[config.mk]
export PLATFORM = sky130hd
export DESIGN_NAME = cont_sel_flat
export DESIGN_NICKNAME = d
export VERILOG_FILES = /design/src/rtl/cont_sel_if.sv /design/src/rtl/cont_sel.sv /design/src/flat_wrapper.sv
export SDC_FILE = /design/constraint.sdc
export NUM_CORES = 1
export LEC_CHECK = 0
export BUFFER_PORTS_ARGS = -buffer_cell sky130_fd_sc_hd__buf_4
export CAP_MARGIN = 5
export CORE_AREA = 5 5 42 44
export CTS_BUF_LIST = sky130_fd_sc_hd__clkbuf_16
export CTS_CLUSTER_SIZE = 20
export DETAILED_ROUTE_END_ITERATION = 10
export DIE_AREA = 0 0 47 49
export GPL_ROUTABILITY_DRIVEN = 0
export SYNTH_ARGS = -nofsm -noshare
export SYNTH_HDL_FRONTEND = slang
export SYNTH_SLANG_ARGS = --single-unit
[constraint.sdc]
create_clock -name clk -period 1.2 [get_ports clk]
set_clock_uncertainty 0.1 [all_clocks]
set_input_delay 0.18 -clock clk [delete_from_list [all_inputs] [get_ports clk]]
set_output_delay 0.18 -clock clk [all_outputs]
set_load 0.05 [all_outputs]
[src/rtl/cont_sel_if.sv]
// Button/selector bundle for cont_sel: debounced buttons and enable in, index and event pulses out.
interface cont_sel_if #(
  parameter int N_POS = 3
);
  localparam int W = $clog2(N_POS);

  logic         der_i;
  logic         izq_i;
  logic         en_i;
  logic [W-1:0] dir_o;
  logic         moved_o;
  logic         wrapped_o;
  logic         limit_o;

  modport master (
    output der_i, izq_i, en_i,
    input  dir_o, moved_o, wrapped_o, limit_o
  );

  modport slave (
    input  der_i, izq_i, en_i,
    output dir_o, moved_o, wrapped_o, limit_o
  );
endinterface

[src/rtl/cont_sel.sv]
// Cursor/selector counter over 0..N_POS-1 stepped by debounced left/right presses.
// Define CONT_SEL_REPEAT_EN to build the hold-to-repeat FSM and its counters.
module cont_sel #(
  parameter int N_POS    = 3,
  parameter bit WRAP     = 1'b1,
  parameter int HOLD_CYC = 50_000_000,
  parameter int REP_CYC  = 10_000_000
) (
  input  logic      clk,
  input  logic      reset,
  cont_sel_if.slave bus
);
  localparam int           W    = $clog2(N_POS);
  localparam logic [W-1:0] LAST = W'(N_POS - 1);

  if (N_POS < 2 || N_POS > 256 || HOLD_CYC < 2 || REP_CYC < 1) begin : g_bad_param
    $error("cont_sel: parameter out of range");
  end

  logic         der_q, izq_q;
  logic         press_r, press_l;
  logic         step_r, step_l;
  logic [W-1:0] dir_q, dir_d;
  logic         moved_q, moved_d;
  logic         wrapped_q, wrapped_d;
  logic         limit_q, limit_d;

  assign press_r = bus.der_i & ~der_q;
  assign press_l = bus.izq_i & ~izq_q;

`ifdef CONT_SEL_REPEAT_EN
  localparam int            MAX_C  = (HOLD_CYC > REP_CYC) ? HOLD_CYC : REP_CYC;
  localparam int            CW     = $clog2(MAX_C + 1);
  localparam logic [CW-1:0] HOLD_C = CW'(HOLD_CYC);
  localparam logic [CW-1:0] REP_C  = CW'(REP_CYC);

  typedef enum logic [1:0] {S_IDLE, S_HOLD, S_REPEAT} state_e;

  state_e        state_q, state_d;
  logic [CW-1:0] cnt_q, cnt_d;
  logic          hold_r_q, hold_r_d;
  logic          both, held_same, due;

  // Both-high is handled first everywhere, so only the tracked button matters here.
  assign both      = bus.der_i & bus.izq_i;
  assign held_same = hold_r_q ? bus.der_i : bus.izq_i;
  assign due       = (state_q == S_HOLD) ? (cnt_q == HOLD_C) : (cnt_q == REP_C);

  always_ff @(posedge clk) begin
    if (reset) begin
      state_q  <= S_IDLE;
      cnt_q    <= '0;
      hold_r_q <= 1'b0;
    end else begin
      state_q  <= state_d;
      cnt_q    <= cnt_d;
      hold_r_q <= hold_r_d;
    end
  end

  always_comb begin
    state_d = state_q;
    if (!bus.en_i || both) begin
      state_d = S_IDLE;
    end else if (press_r || press_l) begin
      state_d = S_HOLD;
    end else if (state_q != S_IDLE) begin
      if (!held_same) state_d = S_IDLE;
      else if (due)   state_d = S_REPEAT;
    end
  end

  always_comb begin
    // NOTE: every output gets a default first, so no path leaves one unassigned (no latch).
    step_r   = 1'b0;
    step_l   = 1'b0;
    cnt_d    = '0;
    hold_r_d = hold_r_q;
    if (bus.en_i && !both) begin
      if (press_r || press_l) begin
        step_r   = press_r;
        step_l   = press_l;
        cnt_d    = CW'(1);
        hold_r_d = press_r;
      end else if (state_q != S_IDLE && held_same) begin
        if (due) begin
          step_r = hold_r_q;
          step_l = ~hold_r_q;
          cnt_d  = CW'(1);
        end else begin
          cnt_d = cnt_q + CW'(1);
        end
      end
    end
  end
`else
  assign step_r = bus.en_i & press_r & ~bus.izq_i;
  assign step_l = bus.en_i & press_l & ~bus.der_i;
`endif

  always_comb begin
    dir_d     = dir_q;
    moved_d   = 1'b0;
    wrapped_d = 1'b0;
    limit_d   = 1'b0;
    if (!bus.en_i) begin
      dir_d = '0;
    end else if (step_r) begin
      if (dir_q == LAST) begin
        if (WRAP) begin
          dir_d     = '0;
          moved_d   = 1'b1;
          wrapped_d = 1'b1;
        end else begin
          limit_d = 1'b1;
        end
      end else begin
        dir_d   = dir_q + W'(1);
        moved_d = 1'b1;
      end
    end else if (step_l) begin
      if (dir_q == '0) begin
        if (WRAP) begin
          dir_d     = LAST;
          moved_d   = 1'b1;
          wrapped_d = 1'b1;
        end else begin
          limit_d = 1'b1;
        end
      end else begin
        dir_d   = dir_q - W'(1);
        moved_d = 1'b1;
      end
    end
  end

  // Edge registers track the buttons even while disabled, so a held button cannot step on enable.
  always_ff @(posedge clk) begin
    // NOTE: non-blocking assignments so every register samples pre-edge values.
    if (reset) begin
      der_q     <= 1'b0;
      izq_q     <= 1'b0;
      dir_q     <= '0;
      moved_q   <= 1'b0;
      wrapped_q <= 1'b0;
      limit_q   <= 1'b0;
    end else begin
      der_q     <= bus.der_i;
      izq_q     <= bus.izq_i;
      dir_q     <= dir_d;
      moved_q   <= moved_d;
      wrapped_q <= wrapped_d;
      limit_q   <= limit_d;
    end
  end

  assign bus.dir_o     = dir_q;
  assign bus.moved_o   = moved_q;
  assign bus.wrapped_o = wrapped_q;
  assign bus.limit_o   = limit_q;
endmodule
[src/flat_wrapper.sv]
// flat-port wrapper written by rule: the top's interface ports become plain ports
module cont_sel_flat 
#(
  parameter int N_POS    = 3,
  parameter bit WRAP     = 1'b1,
  parameter int HOLD_CYC = 50_000_000,
  parameter int REP_CYC  = 10_000_000
)
  (clk, reset, bus_der_i, bus_izq_i, bus_en_i, bus_dir_o, bus_moved_o, bus_wrapped_o, bus_limit_o);
  cont_sel_if #(.N_POS(N_POS)) bus_i ();
  input  logic clk;
  input  logic reset;
  input wire logic [$bits(bus_i.der_i)-1:0] bus_der_i;
  input wire logic [$bits(bus_i.izq_i)-1:0] bus_izq_i;
  input wire logic [$bits(bus_i.en_i)-1:0] bus_en_i;
  output wire logic [$bits(bus_i.dir_o)-1:0] bus_dir_o;
  output wire logic [$bits(bus_i.moved_o)-1:0] bus_moved_o;
  output wire logic [$bits(bus_i.wrapped_o)-1:0] bus_wrapped_o;
  output wire logic [$bits(bus_i.limit_o)-1:0] bus_limit_o;
  assign bus_i.der_i = bus_der_i;
  assign bus_i.izq_i = bus_izq_i;
  assign bus_i.en_i = bus_en_i;
  assign bus_dir_o = bus_i.dir_o;
  assign bus_moved_o = bus_i.moved_o;
  assign bus_wrapped_o = bus_i.wrapped_o;
  assign bus_limit_o = bus_i.limit_o;
  cont_sel #(.N_POS(N_POS), .WRAP(WRAP), .HOLD_CYC(HOLD_CYC), .REP_CYC(REP_CYC)) u_core (.clk(clk), .reset(reset), .bus(bus_i));
endmodule
== After elaboration in Yosys (flattened, before gate mapping) ==
Cells that the tools add are included.
Widths: inputs -> output; s select.

* Register bits after elaboration: 6
* Output and inout port bits: 5

* $add $sub $neg: 2
* Equality and inequality tests: 1
* Multiplexer cells: 10
* Bitwise logic cells: 11
* Reduce and logical (&&, ||, !) cells: 3

{| class="wikitable"
|+ Operator list
! kind !! number
|-
| $mux 2 || 4
|-
| $and 1x1->1 || 6
|-
| $mux 1 || 6
|-
| $not 1->1 || 5
|-
| $add 2x1->2 const B || 1
|-
| $eq 2x2->1 const B || 1
|-
| $logic_not 2->1 || 1
|-
| $reduce_bool 2->1 || 1
|-
| $reduce_or 2->1 || 1
|-
| $sub 2x1->2 const B || 1
|}

== Longest topological paths before layout ==
* Depth in word-level cells: 6
* Depth in mapped cells: 4
* Depth with buffers taken out: 4

== Worst setup path before layout ==
No wires, ideal clock.

* Path kind: register to register
* Start point: reg u_core.dir_q[0] (netlist: u_core.bus.dir_o[0])
* End point: reg u_core.dir_q[1] (netlist: u_core.bus.dir_o[1])
* Setup time: 120 ps
* Arrival time: 1296 ps
* Required time: 980 ps
* Setup slack: -316 ps
* Stages on the path, launching flop included: 5
* Clock period less this slack: 1516 ps
* Cell sequence: dfxtp_1 inv_1 ha_1 a2bb2oi_1 a21oi_2

* Word-level cells in the longest chain between the ends: 4
* Elaborated cells on any way between the ends: 8

{| class="wikitable"
|+ Ends and longest elaborated chain
! item !! line !! RTL
|-
| from (decl) || cont_sel.sv:23 || <nowiki>logic [W-1:0] dir_q, dir_d;</nowiki>
|-
| from (signal assigned) || cont_sel.sv:150 || <nowiki>dir_q <= dir_d;</nowiki>
|-
| $sub 2x1->2 / $logic_not 2->1 (equally long branches) || cont_sel.sv:131, cont_sel.sv:122 ||
|-
| $mux 2 || cont_sel.sv:122 || <nowiki>if (dir_q == '0) begin</nowiki>
|-
| $mux 2 || cont_sel.sv:121 || <nowiki>end else if (step_l) begin</nowiki>
|-
| $mux 2 (*) || cont_sel.sv:108 || <nowiki>end else if (step_r) begin</nowiki>
|}

Every way passes the cells marked *; elsewhere a longest branch is shown, timed or not. The select of a mux whose other input is x is not followed.
A chain may end at the register's enable or synchronous reset.

== Final worst setup path ==
Same ends and word-level chain as after synthesis.

==> flow_summary.ini <==
[outcome]
status = finished, final reports clean

[setup_path]
r2r_start = u_core.bus.dir_o[0]
endpoint = u_core.bus.dir_o[1]
critPathRequiredTime_ns = 1.25
critical_path_peak_fanout = 4
r2r_cells = 4
rrSetupSlack_ns = 0.08
setup.worst_path.end_class = flip-flop
startpoint = u_core.bus.dir_o[0]
crit_type = flip-flop to flip-flop
cp-start-kind = flip-flop
r2r_end = u_core.bus.dir_o[1]
cp.arrival_ns = 1.17

[floorplan]
boundaryPins = 10
coreArea_um2 = 1401
die_y_um = 49
start_util = 0.2161
rows = 14
dieArea_um2 = 2303
chipWidth_um = 47

[logic_synthesis]
syn_area_per_cell_um2 = 10.44
yosysSeqAreaShare = 0.3967
ys_seq_elements = 6
netlist_area_um2 = 302.8
synth_nets = 37
synth.distinct_cells = 16
syn-instance-count = 29
ys_warn_count = 0

[power]
p_sw_w = 0.0001388
clockPowerShare = 0.658
seqPwrFrac = 0.260
total_power_w = 0.0007972
p_comb_frac = 0.082
internal_power_w = 0.0006584
peakVddDrop_mv = 0.7823
powerDensity_nw_per_um2 = 1717
power.leakage_nw = 0.1837
switching_share = 0.1741

[cells_and_area]
diodes = 0
stdcell_area_um2 = 464.2
post_route_cells_drive_above_1_share = 0.4872
nNetsFinal = 49
utilization = 0.3313
syn_to_final_growth_pct = 53.31

[sta]
fin_crit_sh = 0.9306
rsz0062_at_grt = false
drv_slew = 0
layout_min_cycle_time_ns = 1.117
fmax_mhz = 895.5
setup_viol = 0
hold_violations = 0
holdWs_ns = 0.02678
setup_tns_ns = 0

[cts]
htreeDepth = 1
cts.sinks = 6
clk_latency_ns = 0.22
cts_resized = 0
cts_post_setup_buffers_inserted = 0
hold_buffers = 0
clk_pin_slew_ns = 0.03
numCtsBuffers = 3
cts.root.buffer_cell = clkbuf_16
cts_tree = done
cts_buffer_depth = 2

[placed_design]
port_buffers = 8
placed_cell_area_um2 = 389.1
dp_hpwl_um = 457.9

[route]
drc = 0
wl_um = 618
vias_per_cell = 4.273
wl_per_cell_um = 11.24
ant_nets = 0
drt_first_iter_violations = 2
vias = 235
drt_pre_antenna_iters = 4

[global_routing]
use_met3 = 0.06642
grt.busiest_layer = met2
first_global_vias = 246
grt.overflow.total = 0
antenna_found_initial = 0
use_met2 = 0.09050
grt.total_usage = 0.06765
grt_first_pass_wirelength_um = 1069
grt_use_met1 = 0.07709
grt_max_degree = 6

[worst_hold_path]
min-delay-path-class = input port to flip-flop

[flow_run]
drv_cap = 0
## routing by layer
metal / routed length [µm] / vias up
li1: - / 123
met1: 273 / 103
met2: 276 / 9
met3: 68 / 0
met4: 0 / 0
met5: 0 / -
## critical path: stages, from the launching register on
cell and delay, ns:
dfxtp_4 0.35, inv_2 0.04, ha_1 0.29, a2bb2oi_2 0.16, a21oi_2 0.10
## logic make-up (layout without fill, tap and decap cells)
family,Yosys count,after routing,share of synthesized area
DFF,6,6,0.3967
adders and majority gates,3,3,0.1240
buffers and inverters,3,13,0.04961
other,1,1,0.01238
and+or+nand+nor,10,10,0.2769
AOI/OAI and AO/OA,6,6,0.1405
## stage by stage
step                setup WS, ns  cells
floorplan              0.0008735     29
global placement          0.1044     52
detailed placement       0.07927     52
CTS                      0.07201     55
global route            0.009741     55
finish                   0.08328     55
## final cells by class
class                      instances  area (µm²)
tap                               16       20.02
sequential                         6       127.6
timing repair buffer               8       60.06
fill                             150       937.1
clock buffer                       3       75.07
multi-input combinational         20       173.9
inverter                           2       7.507
## layout by cell type (no fill, tap or decap)
cell type | Yosys | layout
nand3_1 | 2 | 2
nand4bb_1 | 2 | 2
and4bb_2 | 1 | 1
inv_2 | 0 | 2
nor2_1 | 1 | 1
dfxtp_4 | 0 | 2
nor2b_1 | 2 | 2
and4bb_4 | 1 | 1
a22oi_1 | 2 | 2
dfxtp_1 | 6 | 4
nand2b_1 | 1 | 1
a21oi_1 | 2 | 2
clkbuf_16 | 0 | 3
a21oi_2 | 1 | 1
conb_1 | 1 | 1
ha_1 | 3 | 3
a2bb2oi_2 | 0 | 1
buf_4 | 1 | 8
## power by group through the flow
stage	sequential, W	clock, W	combinational [W]
6_report	0.000207	0.000525	0.0000656
2_1_floorplan	0.000219	0	0.0000348
3_3_place_gp	0.000209	0	0.0000649
3_5_place_dp	0.000210	0	0.0000652
4_1_cts	0.000207	0.000539	0.0000659
5_1_grt	0.000208	0.000551	0.0000714
## cell usage after synthesis
master / number / area [µm²]
dfxtp_1: 6 / 120.1
ha_1: 3 / 37.54
a21oi_1: 2 / 10.01
a22oi_1: 2 / 15.01
inv_1: 2 / 7.510
nand3_1: 2 / 10.01
nand4bb_1: 2 / 22.52
nor2b_1: 2 / 12.51
a21oi_2: 1 / 8.760
a2bb2oi_1: 1 / 8.760
and4bb_2: 1 / 12.51
and4bb_4: 1 / 16.27
buf_4: 1 / 7.510
conb_1: 1 / 3.750
nand2b_1: 1 / 6.260
nor2_1: 1 / 3.750
## flip-flops by register name, summed over array words and instances, names as in the netlist
name / cells
u_core.bus.dir_o: 2
u_core.bus.moved_o: 1
u_core.bus.wrapped_o: 1
u_core.der_q: 1
u_core.izq_q: 1
## worst min path at each step
| stage | startpoint | to | slack [ns] | cells after the start |
|---|---|---|---|---|
| floorplan | reset | u_core.der_q | 0.15 | 1 |
| global placement | reset | u_core.der_q | 0.26 | 2 |
| detailed placement | reset | u_core.der_q | 0.26 | 2 |
| CTS | reset | u_core.der_q | 0.02 | 2 |
| global route | reset | u_core.der_q | 0.02 | 2 |
| finish | reset | u_core.der_q | 0.03 | 2 |
Power figures use the tool's default switching activity.
